==> src/rtl/fp_pkg.sv <==
// Shared definitions for the packed-float encoder (FPCVT) and decoder (fp_decode_seq).
// A packed float {S,E,F} represents (-1)^S * F * 2^E.
package fp_pkg;

    localparam int D_W = 13;  // linear sample width, two's complement
    localparam int E_W = 3;   // exponent width, unsigned shift count
    localparam int F_W = 5;   // significand width, unsigned magnitude

    // Packed float as carried between FPCVT and its consumers
    typedef struct packed {
        logic           s;
        logic [E_W-1:0] e;
        logic [F_W-1:0] f;
    } fp_t;

    // Decoder sequencing states (2-bit encoding)
    typedef enum logic [1:0] {
        ST_IDLE  = 2'd0,
        ST_SHIFT = 2'd1,
        ST_SIGN  = 2'd2,
        ST_DONE  = 2'd3
    } dec_state_e;

endpackage

==> src/rtl/fp_decode_seq.sv <==
// Iterative packed-float to two's-complement expander.
// Accepts {S,E,F} in IDLE, shifts the magnitude left once per clock E times,
// applies the sign in one extra cycle, then holds D/out_valid until accepted.
// With F_W + 2**E_W - 1 < D_W the shifted magnitude never reaches the top bit,
// so negation cannot overflow and no saturation path is needed.
module fp_decode_seq
    import fp_pkg::*;
#(
    parameter int D_W_P = D_W,
    parameter int E_W_P = E_W,
    parameter int F_W_P = F_W
) (
    input  logic             clk,
    input  logic             rst,
    input  logic             in_valid,
    output logic             in_ready,
    input  logic             S,
    input  logic [E_W_P-1:0] E,
    input  logic [F_W_P-1:0] F,
    output logic             out_valid,
    input  logic             out_ready,
    output logic [D_W_P-1:0] D
);

    dec_state_e       state_q, state_d;
    logic [D_W_P-1:0] mag_q, mag_d;
    logic [E_W_P-1:0] cnt_q, cnt_d;
    logic             sign_q, sign_d;
    logic [D_W_P-1:0] d_q, d_d;
    logic             out_valid_q, out_valid_d;

    // Input side is only open while idle; nothing else is looked at in other states.
    assign in_ready  = (state_q == ST_IDLE);
    assign out_valid = out_valid_q;
    assign D         = d_q;

    // State and datapath registers; reset aborts any conversion in flight.
    always_ff @(posedge clk or posedge rst) begin
        if (rst) begin
            state_q     <= ST_IDLE;
            mag_q       <= '0;
            cnt_q       <= '0;
            sign_q      <= 1'b0;
            d_q         <= '0;
            out_valid_q <= 1'b0;
        end else begin
            state_q     <= state_d;
            mag_q       <= mag_d;
            cnt_q       <= cnt_d;
            sign_q      <= sign_d;
            d_q         <= d_d;
            out_valid_q <= out_valid_d;
        end
    end

    // Next-state, shifter, down-counter and sign application.
    always_comb begin
        state_d     = state_q;
        mag_d       = mag_q;
        cnt_d       = cnt_q;
        sign_d      = sign_q;
        d_d         = d_q;
        out_valid_d = out_valid_q;

        unique case (state_q)
            ST_IDLE: begin
                if (in_valid) begin
                    sign_d  = S;
                    cnt_d   = E;
                    mag_d   = {{(D_W_P-F_W_P){1'b0}}, F};
                    // E==0 needs no shifting at all
                    state_d = (E != '0) ? ST_SHIFT : ST_SIGN;
                end
            end
            ST_SHIFT: begin
                mag_d = mag_q << 1;
                cnt_d = cnt_q - 1'b1;
                // Leaving on the count of one gives exactly E shifts
                if (cnt_q == E_W_P'(1)) begin
                    state_d = ST_SIGN;
                end
            end
            ST_SIGN: begin
                // A zero magnitude negates to zero, so there is no -0
                d_d         = sign_q ? (~mag_q + 1'b1) : mag_q;
                out_valid_d = 1'b1;
                state_d     = ST_DONE;
            end
            ST_DONE: begin
                // D is left holding the last result after the handshake
                if (out_ready) begin
                    out_valid_d = 1'b0;
                    state_d     = ST_IDLE;
                end
            end
            default: state_d = ST_IDLE;
        endcase
    end

endmodule
==> config.mk <==
export PLATFORM = sky130hd
export DESIGN_NAME = fp_decode_seq
export DESIGN_NICKNAME = d
export VERILOG_FILES = /design/src/rtl/fp_pkg.sv /design/src/rtl/fp_decode_seq.sv
export SDC_FILE = /design/constraint.sdc
export NUM_CORES = 1
export LEC_CHECK = 0
export ABC_AREA = 1
export ABC_CLOCK_PERIOD_IN_PS = 2700
export CORE_ASPECT_RATIO = 0.75
export CORE_MARGIN = 5
export CORE_UTILIZATION = 55
export CTS_CLUSTER_SIZE = 24
export DETAILED_ROUTE_END_ITERATION = 8
export GPL_TIMING_DRIVEN = 0
export PLACE_DENSITY = 0.82
export SKIP_LAST_GASP = 1
export SLEW_MARGIN = 20
export SYNTH_ARGS = -nofsm -noshare
export SYNTH_HDL_FRONTEND = slang
export SYNTH_SLANG_ARGS = --single-unit
==> constraint.sdc <==
create_clock -name clk -period 2.7 [get_ports clk]
set_input_delay 0.54 -clock clk [delete_from_list [all_inputs] [get_ports clk]]
set_output_delay 0.54 -clock clk [all_outputs]
set_load 0.02 [all_outputs]
=== Word level (Yosys, flattened, before mapping) ===
Index checks and enable logic that the tools add are counted.

* Word-level logic and storage cells: 36
* Input bits: 13
* Output and inout port bits: 15
* Bits in registers: 33

* $add $sub $neg: 2
* Reductions and logical operators: 8
* Bitwise gates (word level): 1
* Mux-type cells: 12
* Equality and inequality tests: 7

{| class="wikitable"
|+ Operators by type and width
! kind !! count
|-
| $mux 13 || 2
|-
| $pmux 13 s2 || 1
|-
| $add 13x1->13 const B || 1
|-
| $not 13->13 || 1
|-
| $mux 2 || 4
|-
| $pmux 2 s4 || 1
|-
| $ne 2x2->1 const B || 3
|-
| $pmux 3 s2 || 1
|-
| $reduce_and 2->1 || 3
|-
| $eq 2x2->1 const B || 2
|-
| $reduce_bool 2->1 || 2
|-
| $eq 3x1->1 const B || 1
|-
| $mux 3 || 1
|-
| $reduce_and 3->1 || 1
|-
| $reduce_bool 3->1 || 1
|-
| $sub 3x1->3 const B || 1
|-
| $eq 2x1->1 const B || 1
|-
| $logic_not 2->1 || 1
|-
| $pmux 1 s2 || 1
|-
| $mux 1 || 1
|}

=== Longest topological paths before layout ===
* Depth after elaboration: 4
* Depth in mapped cells: 9
* Gate-level depth less buffers: 9

=== Least setup slack after synthesis ===
Ideal clock, no wire load.

* Path kind: register to register
* Start: reg state_q[0]
* End: reg mag_q[10]
* Data arrival time: 1.386 ns
* Buffers on the path: 1
* Data required time: 2.556 ns
* Path slack: 1.170 ns
* Setup time: 0.144 ns
* Period minus slack after synthesis: 1.530 ns
* Cell stages (with the launch flop): 7
* Path through: dfrtp_1 -> inv_1 -> ha_1 -> nand2_1 -> o21ai_4 -> buf_4 -> o22ai_1

* Cells in the longest elaborated chain, start to end: 3
* Elaborated cells on any way between the ends: 6
* Classes of those cells: 2 x eq/ne; 1 x mux; 3 x reduce/logical

{| class="wikitable"
|+ Ends and longest elaborated chain
! element !! line !! source
|-
| from (decl) || fp_decode_seq.sv:25 || <nowiki>dec_state_e state_q, state_d;</nowiki>
|-
| from (signal assigned) || fp_decode_seq.sv:47 || <nowiki>state_q <= state_d;</nowiki>
|-
| $logic_not 2->1 * || n/a ||
|-
| net in_ready || fp_decode_seq.sv:16 || <nowiki>output logic in_ready,</nowiki>
|-
| $ne 2x2->1 (no line) / $reduce_bool 2->1 (equally long branches) || n/a ||
|-
| $reduce_and 2->1 (no line) || n/a ||
|-
| to (signal assigned) || fp_decode_seq.sv:48 || <nowiki>mag_q <= mag_d;</nowiki>
|-
| to (decl) || fp_decode_seq.sv:26 || <nowiki>logic [D_W_P-1:0] mag_q, mag_d;</nowiki>
|}

Mark *: on every way through the listed nets, which the timed path passes. The rest lies on a longest branch.
A chain may end at the register's enable or synchronous reset.

=== Worst setup path after layout ===
* Start: reg state_q[0]
* End: out in_ready

* Cells in the longest elaborated chain, start to end: 1

{| class="wikitable"
|+ Ends and longest elaborated chain
! element !! line !! source
|-
| $logic_not 2->1 || fp_decode_seq.sv:33 || <nowiki>assign in_ready = (state_q == ST_IDLE);</nowiki>
|-
| to (decl) || fp_decode_seq.sv:16 ||
|}

Every way passes these cells.

==> flow_metrics.py <==
metrics = {
    "sta": {
        "skew_ps": 9.32,
        "slew_headroom": 0.555,
        "period_needed_ps": 2290,
        "rsz0062_at_grt": "no",
        "fin_hold_ws_ps": 479,
        "fmaxAchievable_mhz": 436,
        "worstMarginPinSlew_ps": 667,
        "slew_violations": 0,
        "finalSetupTns_ps": 0,
        "setup_viol": 0,
        "hold_violations": 0,
        "post-route-period-util": 0.849,
    },
    "floorplanning": {
        "start_util": 0.586,
        "rows": 17,
        "dieHeight_microns": 58.9,
        "die_area_sq_um": 4440,
        "ios": 28,
        "die_w_microns": 75.3,
        "coreArea_sq_um": 3000,
    },
    "synthesis": {
        "synth_fp_nets": 236,
        "syn_avg_cell_area_sq_um": 8.17,
        "muxShareOfSynthArea": 0,
        "synth-seq-cells": 33,
        "synth_top_family_by_area": "simple AND/OR/NAND/NOR gates",
        "synth_cell_types": 21,
        "syn_inst": 215,
        "synth-adder-area-share": 0.0570,
        "synth-compound-area-share": 0.162,
        "seq_area_frac_synth": 0.470,
        "synth_warnings": 0,
        "netlist_area_sq_um": 1760,
        "synth_xor_xnor_area_share": 0.0199,
        "synth_simple_gate_area_share": 0.208,
    },
    "clock_tree": {
        "htree_levels": 2,
        "numCtsBuffers": 5,
        "cts_root_buf": "clkbuf_8",
        "cts_sinks": 33,
        "clkTransAtPathRegs_ps": 70,
        "cts_hold_buffers": 0,
        "cts_resized": 0,
        "clk_latency_ps": 290,
        "cts_tree": "built",
        "clockBufferDepth": 2,
        "post-cts-setup-buffers": 0,
    },
    "setup_path": {
        "worst-r2r-setup-slack_ps": 1000,
        "crit_path_max_fanout": 4,
        "regToRegEndpoint": "mag_q[9]",
        "worstSetupEndpointType": "output pin",
        "worstReg2RegStart": "state_q[0]",
        "worstPathArrival_ps": 1750,
        "start_kind": "flop",
        "cp_data_required_time_ps": 2160,
        "r2r_cells": 5,
        "path_class": "flop to output pin",
    },
    "drt": {
        "drtAntennaViolNets": 0,
        "drt-initial-drc-count": 96,
        "wire_per_inst_microns": 12.7,
        "vias": 1520,
        "vias_per_cell": 5.28,
        "drt_pass1_iterations": 4,
        "route.detailed.drc": 0,
        "finalWirelength_microns": 3660,
    },
    "grt": {
        "first_global_vias": 1519,
        "antenna_found_initial": 0,
        "grt-ovfl-total": 0,
        "globalRouteMet1Util": 0.282,
        "grt_max_degree": 34,
        "grt_use_total": 0.199,
        "use_met2": 0.297,
        "met3_usage": 0.0614,
        "grt-busiest-layer": "met2",
        "grt_pass1_wl_microns": 6730,
    },
    "outcome": {
        "outcome": "completed",
    },
    "final_layout": {
        "nFillCells": 234,
        "mostFrequentLayoutCells": "nand2_1, dfrtp_1, clkdlybuf4s50_1, inv_1, o21ai_0",
        "instances_no_fill": 288,
        "drive_gt1_frac": 0.0800,
        "final_common_cell": "nand2_1",
        "fin_nets": 270,
        "n_antenna_cell": 0,
        "finalInstanceArea_sq_um": 2190,
        "areaGrowthSynthToFinish_pct": 24.7,
    },
    "place": {
        "dp_cells": 280,
        "place_hpwl_microns": 2700,
        "port_buffers": 27,
        "placed_area_sq_um": 2070,
        "place.gp.congestion": 0.929,
    },
    "hold_path": {
        "hold_path_class": "flop to flop",
        "min_from": "D[12]",
        "min_to": "D[12]",
        "worst_hold_path.num_cells": 2,
    },
    "power": {
        "power_leakage_nw": 1.03,
        "power_density_nw_per_um2": 1370,
        "ir_drop_v": 0.000831,
    },
    "job": {
        "max_cap_violations": 0,
    },
}
-- power breakdown --
group | total [mW] | internal [mW] | switching (mW)
Sequential | 0.892 | 0.726 | 0.165
Combinational | 1.63 | 0.655 | 0.977
Clock | 0.482 | 0.301 | 0.181
Total | 3.01 | 1.68 | 1.32
-- layout make-up --
cell class,count,area [sq um],area share
timing repair buffer,27,270,0.123
clock buffer,7,86.3,0.0394
multi-input combinational,149,786,0.359
clock inverter,1,30.0,0.0137
tap,38,47.5,0.0217
sequential,33,826,0.377
buffer,6,43.8,0.0200
inverter,27,101,0.0463
-- worst max path at each step --
stage / from / end / slack [ps] / cells past startpoint
2_1_floorplan: state_q[0] / mag_q[10] / 1170 / 6
3_3_place_gp: rst / D[8] / 700 / 2
3_5_place_dp: state_q[0] / in_ready / 710 / 3
4_1_cts: state_q[0] / in_ready / 390 / 3
5_1_grt: state_q[0] / in_ready / 300 / 3
6_report: state_q[0] / in_ready / 410 / 3
-- routing by layer --
| metal | up-vias | share of wire |
|---|---|---|
| li1 | 772 | - |
| met1 | 701 | 0.51 |
| met2 | 38 | 0.41 |
| met3 | 9 | 0.061 |
| met4 | 0 | 0.016 |
| met5 | - | 0 |
-- synth_stat cells --
cell type	instances	area, sq um
buf_2	2	10.0
o21ai_2	2	17.5
o2bb2ai_1	1	8.76
or2_1	1	6.26
o211ai_1	6	45.0
inv_2	2	7.51
xor2_1	4	35.0
o22ai_1	10	62.6
dfrtp_1	33	826
a21oi_1	3	15.0
nand3_1	18	90.1
nand2_1	52	195
o21ai_4	1	16.3
inv_1	25	93.8
nor2_1	18	67.6
buf_6	1	11.3
o21ai_1	2	10.0
nor2_2	1	6.26
buf_4	3	22.5
ha_1	8	100
o21ai_0	22	110
-- metrics by stage --
step | total power, mW | util | setup slack [ps]
after detailed placement | 2.53 | 0.692 | 715
after global routing | 3.31 | 0.730 | 304
after global placement | 2.48 | 0.692 | 697
after floorplan | 2.02 | - | 1170
final | 3.01 | 0.730 | 407
after CTS | 3.02 | 0.730 | 386
-- kinds of logic after synthesis --
kind of cell | after synthesis
AOI/OAI and AO/OA | 47
DFF | 33
and+or+nand+nor | 90
buffers and inverters | 33
adders and majority gates | 8
xor gates and xnor gates | 4
-- sequential cells by signal, summed over array words and instances (netlist names) --
register,count
mag_q,13
state_q,2
D,13
sign_q,1
out_valid,1
cnt_q,3
-- worst max-delay path: stages, from the launching register on --
cell and delay [ps]:
dfrtp_1 400, inv_1 140, ha_1 290, clkdlybuf4s50_1 640
No activity file was read; power rests on OpenSTA's default activity.
